==> src/rtl/brick_pkg.sv <==
// Shared definitions for the brick array controller: geometry defaults and FSM state encoding.
package brick_pkg;

    localparam int BRICKS_H_DEF = 16;
    localparam int BRICKS_V_DEF = 8;

    typedef logic [1:0] brick_state_t;

    localparam brick_state_t ST_IDLE   = 2'd0;
    localparam brick_state_t ST_CLR_RD = 2'd1;
    localparam brick_state_t ST_CLR_WR = 2'd2;
    localparam brick_state_t ST_FILL   = 2'd3;

endpackage

==> src/rtl/brick_ram_sp.sv <==
// N x 1 brick array behind a single synchronous port; reset wipes every brick.
module brick_ram_sp #(
    parameter int N  = 128,
    parameter int AW = 7
) (
    input  logic          visible_clk,
    input  logic          reset,
    input  logic          en_i,
    input  logic          we_i,
    input  logic [AW-1:0] addr_i,
    input  logic          wdata_i,
    output logic          rdata_o
);

    logic [N-1:0] mem_q;
    logic         rdata_q;

    always_ff @(posedge visible_clk or posedge reset) begin
        if (reset) begin
            mem_q   <= '0;
            rdata_q <= 1'b0;
        end else if (en_i) begin
            if (we_i) mem_q[addr_i] <= wdata_i;
            else      rdata_q       <= mem_q[addr_i];
        end
    end

    assign rdata_o = rdata_q;

endmodule

==> src/rtl/brick_array_ctrl.sv <==
// Brick array controller: display scan reads, collision clears and bulk refill sharing one port.
// Define BRICK_COUNT_EN to build the remaining-brick counter and level_clear pulse.
module brick_array_ctrl
    import brick_pkg::*;
#(
    parameter int BRICKS_H  = BRICKS_H_DEF,
    parameter int BRICKS_V  = BRICKS_V_DEF,
    parameter int AUTO_FILL = 1,
    localparam int N  = BRICKS_H * BRICKS_V,
    localparam int IW = $clog2(N)
) (
    input  logic          visible_clk,
    input  logic          reset,
    input  logic          scan_req,
    input  logic [IW-1:0] scan_index,
    output logic          scan_present,
    input  logic          clr_req,
    input  logic [IW-1:0] clr_index,
    output logic          clr_busy,
    output logic          score_inc,
    input  logic          fill_start,
    output logic          fill_done,
    output logic [IW:0]   bricks_left,
    output logic          level_clear
);

    brick_state_t  state_q, state_d;
    logic [IW-1:0] addr_q, addr_d;
    logic          pend_q;
    logic [IW-1:0] pend_idx_q;
    logic          fill_pend_q;
    logic          auto_q;
    logic          hit_q, hit;
    logic          rd_clr_q;
    logic          scan_rd_q;
    logic          scan_hold_q;

    logic          ram_en, ram_we, ram_wdata, ram_rdata;
    logic [IW-1:0] ram_addr;
    logic          clr_free, fill_go;

    // The RAM read register is shared by scans and CLR_RD, so each consumer
    // takes it only on the cycle right after its own read and holds it afterwards.
    assign hit          = rd_clr_q  ? ram_rdata : hit_q;
    assign scan_present = scan_rd_q ? ram_rdata : scan_hold_q;
    assign clr_busy     = pend_q || (state_q == ST_CLR_RD) || (state_q == ST_CLR_WR);

    always_comb begin
        state_d   = state_q;
        addr_d    = addr_q;
        ram_en    = 1'b0;
        ram_we    = 1'b0;
        ram_addr  = pend_idx_q;
        ram_wdata = 1'b0;
        score_inc = 1'b0;
        fill_done = 1'b0;
        clr_free  = 1'b0;
        fill_go   = 1'b0;
        if (scan_req) begin
            ram_en   = 1'b1;
            ram_addr = scan_index;
        end else begin
            case (state_q)
                ST_IDLE: begin
                    if (pend_q) begin
                        state_d = ST_CLR_RD;
                    end else if (fill_pend_q) begin
                        state_d = ST_FILL;
                        addr_d  = '0;
                        fill_go = 1'b1;
                    end
                end
                ST_CLR_RD: begin
                    ram_en  = 1'b1;
                    state_d = ST_CLR_WR;
                end
                ST_CLR_WR: begin
                    ram_en    = 1'b1;
                    ram_we    = 1'b1;
                    score_inc = hit;
                    clr_free  = 1'b1;
                    state_d   = ST_IDLE;
                end
                ST_FILL: begin
                    ram_en    = 1'b1;
                    ram_we    = 1'b1;
                    ram_addr  = addr_q;
                    ram_wdata = 1'b1;
                    if (addr_q == IW'(N - 1)) begin
                        fill_done = 1'b1;
                        state_d   = ST_IDLE;
                    end else begin
                        addr_d = addr_q + 1'b1;
                    end
                end
                default: state_d = ST_IDLE;
            endcase
        end
    end

    always_ff @(posedge visible_clk or posedge reset) begin
        if (reset) begin
            state_q     <= ST_IDLE;
            addr_q      <= '0;
            pend_q      <= 1'b0;
            pend_idx_q  <= '0;
            fill_pend_q <= 1'b0;
            auto_q      <= 1'b0;
            hit_q       <= 1'b0;
            rd_clr_q    <= 1'b0;
            scan_rd_q   <= 1'b0;
            scan_hold_q <= 1'b0;
        end else begin
            state_q     <= state_d;
            addr_q      <= addr_d;
            auto_q      <= 1'b1;
            hit_q       <= hit;
            rd_clr_q    <= !scan_req && (state_q == ST_CLR_RD);
            scan_rd_q   <= scan_req;
            scan_hold_q <= scan_present;
            // A request landing while the slot is still occupied is dropped.
            if (clr_free) begin
                pend_q <= 1'b0;
            end else if (clr_req && !pend_q) begin
                pend_q     <= 1'b1;
                pend_idx_q <= clr_index;
            end
            if (fill_go)
                fill_pend_q <= 1'b0;
            else if ((fill_start && state_q != ST_FILL) || (AUTO_FILL != 0 && !auto_q))
                fill_pend_q <= 1'b1;
        end
    end

    brick_ram_sp #(.N(N), .AW(IW)) u_ram (
        .visible_clk (visible_clk),
        .reset       (reset),
        .en_i        (ram_en),
        .we_i        (ram_we),
        .addr_i      (ram_addr),
        .wdata_i     (ram_wdata),
        .rdata_o     (ram_rdata)
    );

`ifdef BRICK_COUNT_EN
    logic [IW:0] left_q;

    always_ff @(posedge visible_clk or posedge reset) begin
        if (reset)                          left_q <= '0;
        else if (fill_done)                 left_q <= (IW+1)'(N);
        else if (score_inc && left_q != '0) left_q <= left_q - 1'b1;
    end

    assign bricks_left = left_q;
    assign level_clear = score_inc && (left_q == (IW+1)'(1));
`else
    assign bricks_left = '0;
    assign level_clear = 1'b0;
`endif

endmodule
==> config.mk <==
export PLATFORM = sky130hd
export DESIGN_NAME = brick_array_ctrl
export DESIGN_NICKNAME = d
export VERILOG_FILES = /design/src/rtl/brick_pkg.sv /design/src/rtl/brick_ram_sp.sv /design/src/rtl/brick_array_ctrl.sv
export SDC_FILE = /design/constraint.sdc
export NUM_CORES = 1
export LEC_CHECK = 0
export CAP_MARGIN = 0
export CORE_MARGIN = 2
export CORE_UTILIZATION = 30
export DETAILED_ROUTE_END_ITERATION = 8
export DONT_BUFFER_PORTS = 1
export PLACE_DENSITY = 0.51
export SYNTH_ARGS = -nofsm -noshare
export SYNTH_HDL_FRONTEND = slang
export SYNTH_SLANG_ARGS = --single-unit
==> constraint.sdc <==
create_clock -name visible_clk -period 6.1 [get_ports visible_clk]
set_clock_uncertainty 0.05 [all_clocks]
set_input_delay 0.915 -clock visible_clk [delete_from_list [all_inputs] [get_ports visible_clk]]
set_output_delay 0.915 -clock visible_clk [all_outputs]
set_load 0.005 [all_outputs]
==> impl_results.md <==
* Area Growth Syn to Fin at 9.58%
* Clock transition at path regs at 0.06 ns
* Core Box Area at 25300 um^2
* Placer Congestion at 0.860
* Post-synthesis sequential area ratio at 49.2%
* Cell depth of the worst hold path at 1
* Post-CTS Hold Buffers at 0
* Share of cells above drive strength 1 at 8.53%
* Post-DRT Antenna Nets at 0
* Fin cells at 1162
* Yosys warning total at 0
* Unrepaired setup endpoints after global routing: no
* Status: completed
* Clk root buf: clkbuf_16
* Fmax at 0.284 GHz
* CTS buffer count at 17
* Worst slew pin tran at 0.953 ns
* Tmin final at 3.52 ns
* Setup-failing EPs final at 0
* CP Max Fanout at 20
* Share of synthesized flip-flops with an asynchronous set or reset at 100%
* Final hold violations at 0
* Worst Reg-to-Reg Cells at 6
* Worst r2r src: state_q[1]
* Worst vdd rail ir drop at 0.242 mV
* Post-CTS setup buffers at 0
* DP HPWL at 14300 um
* LEAKAGE at 3.42 nW
* Vias post-DR at 6193
* Via density at 5.33
* Number of synthesized flops with an enable pin at 0
* Setup tns final at 0 ns
* Hold Crit Class: reg2reg
* Worst Path Required at 6.33 ns
* Pwr/cell area at 407 nW/um^2
* H-tree depth at 4
* Diode count at 0
* DRT Wirelength at 22300 um
* Die area at 27100 um^2
* Period utilisation layout at 57.6%
* Total power at 3.45 mW
* DR DRC count at 0
* Port Buf Inserts at 0
* Hold Slack at 0.384 ns
* First-pass GRT wire length at 35900 um
* Worst rel slew slack at 35.8%
* Chip height at 165 um
* IO Pins at 32
* Final nets at 840
* Die X-Extent at 165 um
* CP Capture Type: register
* GRT Residual Overflow at 0
* Main synth FF type: dfrtp_1
* Clock Tree Buf Depth at 2
* Setup CP Type: reg2reg
* Hold endpoint: fill_pend_q
* Cell Count Post-Placement at 1131
* Post-CTS sizing at 0
* Maxcap violations at 0
* Hold Startpoint: auto_q
* Synth Instances at 849
* Rows at 58
* GRT Overall Usage at 17.4%
* Register bit total from synthesis at 152
* Vias in the first global route at 6033
* Most frequent cells in the layout: nand2_1 (214), dfrtp_1 (152), o21ai_0 (131), o31ai_1 (56), nor2_1 (43)
* DR pass1 iterations at 5
* Netlist cell types at 62
* Worst reg2reg path endpoint: u_ram.mem_q[15]
* Worst EP arrival at 3.75 ns
* Wire length per cell at 19.2 um
* TritonCTS Sinks at 152
* Reg2Reg Setup Slack at 2.58 ns
* Post-synthesis average cell area at 9.11 um^2
* Largest net degree at the start of global routing at 103
* Max Slew Vio Count at 0
* Initial Util at 30.6%
* Most common cell after layout, fill and taps aside: nand2_1
* Crit start category: register
* Synth Cell Area at 7730 um^2
* TritonCTS clock tree: yes
* Antenna violations before repair at 0
* Clk_lat worst skew at 0.43 ns
* First DRT Iteration DRCs at 470
==> registers in the layout, indices dropped and copies added (netlist names), 2 cells and up <==
signal       count
pend_idx_q       7
u_ram.mem_q    128
state_q          2
addr_q           7
==> kinds of logic (layout without fill, tap and decap cells) <==
| family | after synthesis | in the layout | synth area share [%] |
|---|---|---|---|
| AND/OR/NAND/NOR | 323 | 323 | 17.7 |
| AO/OA/AOI/OAI | 259 | 259 | 22.1 |
| flip-flops | 152 | 152 | 49.2 |
| XOR/XNOR | 4 | 4 | 0.453 |
| adder cells (fa/ha/maj) | 1 | 1 | 0.162 |
| multiplexers | 41 | 41 | 5.92 |
| other | 2 | 10 | 0.0971 |
| buffers and inverters | 67 | 42 | 4.46 |
==> worst max-delay path by stage <==
stage                           from              end
after global placement    state_q[0]        addr_q[5]
after floorplan                reset        addr_q[0]
after global routing      state_q[0]        addr_q[5]
after CTS                 state_q[0]        addr_q[5]
final                     state_q[1]  u_ram.mem_q[15]
after detailed placement    scan_req  u_ram.mem_q[47]
==> layout make-up <==
| type | instances | area (um^2) |
|---|---|---|
| multi-input cells | 638 | 3620 |
| well taps | 330 | 413 |
| flip-flops and latches | 152 | 3800 |
| fillers | 2598 | 16800 |
| clock buffers | 21 | 450 |
| inverters | 5 | 25.0 |
| repair buffers | 6 | 45.0 |
| clock inverters | 10 | 123 |
==> metrics by stage <==
| step | cell area [um^2] | utilization (%) | worst slack, ns |
|---|---|---|---|
| 2_1_floorplan | 7760 | - | 1.04 |
| 3_3_place_gp | 7900 | 31.3 | 2.54 |
| 3_5_place_dp | 7900 | 31.3 | 2.57 |
| 5_1_grt | 8480 | 33.6 | 2.28 |
| 4_1_cts | 8480 | 33.6 | 2.57 |
| 6_report | 8480 | 33.6 | 2.58 |
==> per-layer routing <==
metal | vias to the layer above | GRT usage, % | wire (um)
li1 | 2970 | - | -
met1 | 3023 | 24.8 | 10800
met2 | 172 | 26.1 | 9970
met3 | 28 | 3.37 | 1180
met4 | 0 | 6.40 | 376
met5 | - | 0 | 0
==> report_power, final <==
part	switching, mW	internal [mW]
sequential	0.145	1.20
clock	0.434	0.613
combinational	0.757	0.307
total	1.34	2.12
==> Yosys cell counts, types with 2 or more instances <==
master,count,area [um^2]
nor2b_1,3,18.8
o21bai_1,2,15.0
o31a_1,2,17.5
a221o_1,2,20.0
a21boi_0,2,15.0
mux2_2,19,214
o31ai_1,56,420
buf_2,18,90.1
a221oi_2,2,30.0
nor2_1,43,161
o221ai_1,4,35.0
o31ai_4,2,42.5
a22oi_1,2,15.0
o41ai_1,4,35.0
a21oi_1,10,50.1
nand2_1,214,803
buf_4,11,82.6
nand3_1,16,80.1
dfrtp_1,152,3800
nand2b_1,11,68.8
nor3_1,4,20.0
buf_6,4,45.0
a31oi_1,5,31.3
conb_1,2,7.51
clkbuf_1,28,105
mux2_4,2,30.0
nand4_1,17,106
o211ai_1,2,15.0
a211o_1,3,26.3
o21ai_0,131,656
inv_1,5,18.8
mux2i_1,18,180
o22ai_1,6,37.5
and2_1,2,12.5
a21o_1,2,15.0
and3_1,6,37.5
xor2_1,3,26.3
a221oi_1,9,78.8
a22o_1,2,17.5
==> worst max-delay path: stages (launching register included) <==
cell and delay, ns:
dfrtp_1 0.74, a211o_1 0.22, nand3_1 0.58, nor2_1 0.80
nand2_1 0.55, o21ai_0 0.30, o31ai_1 0.10
(Power assumes the default switching activity.)
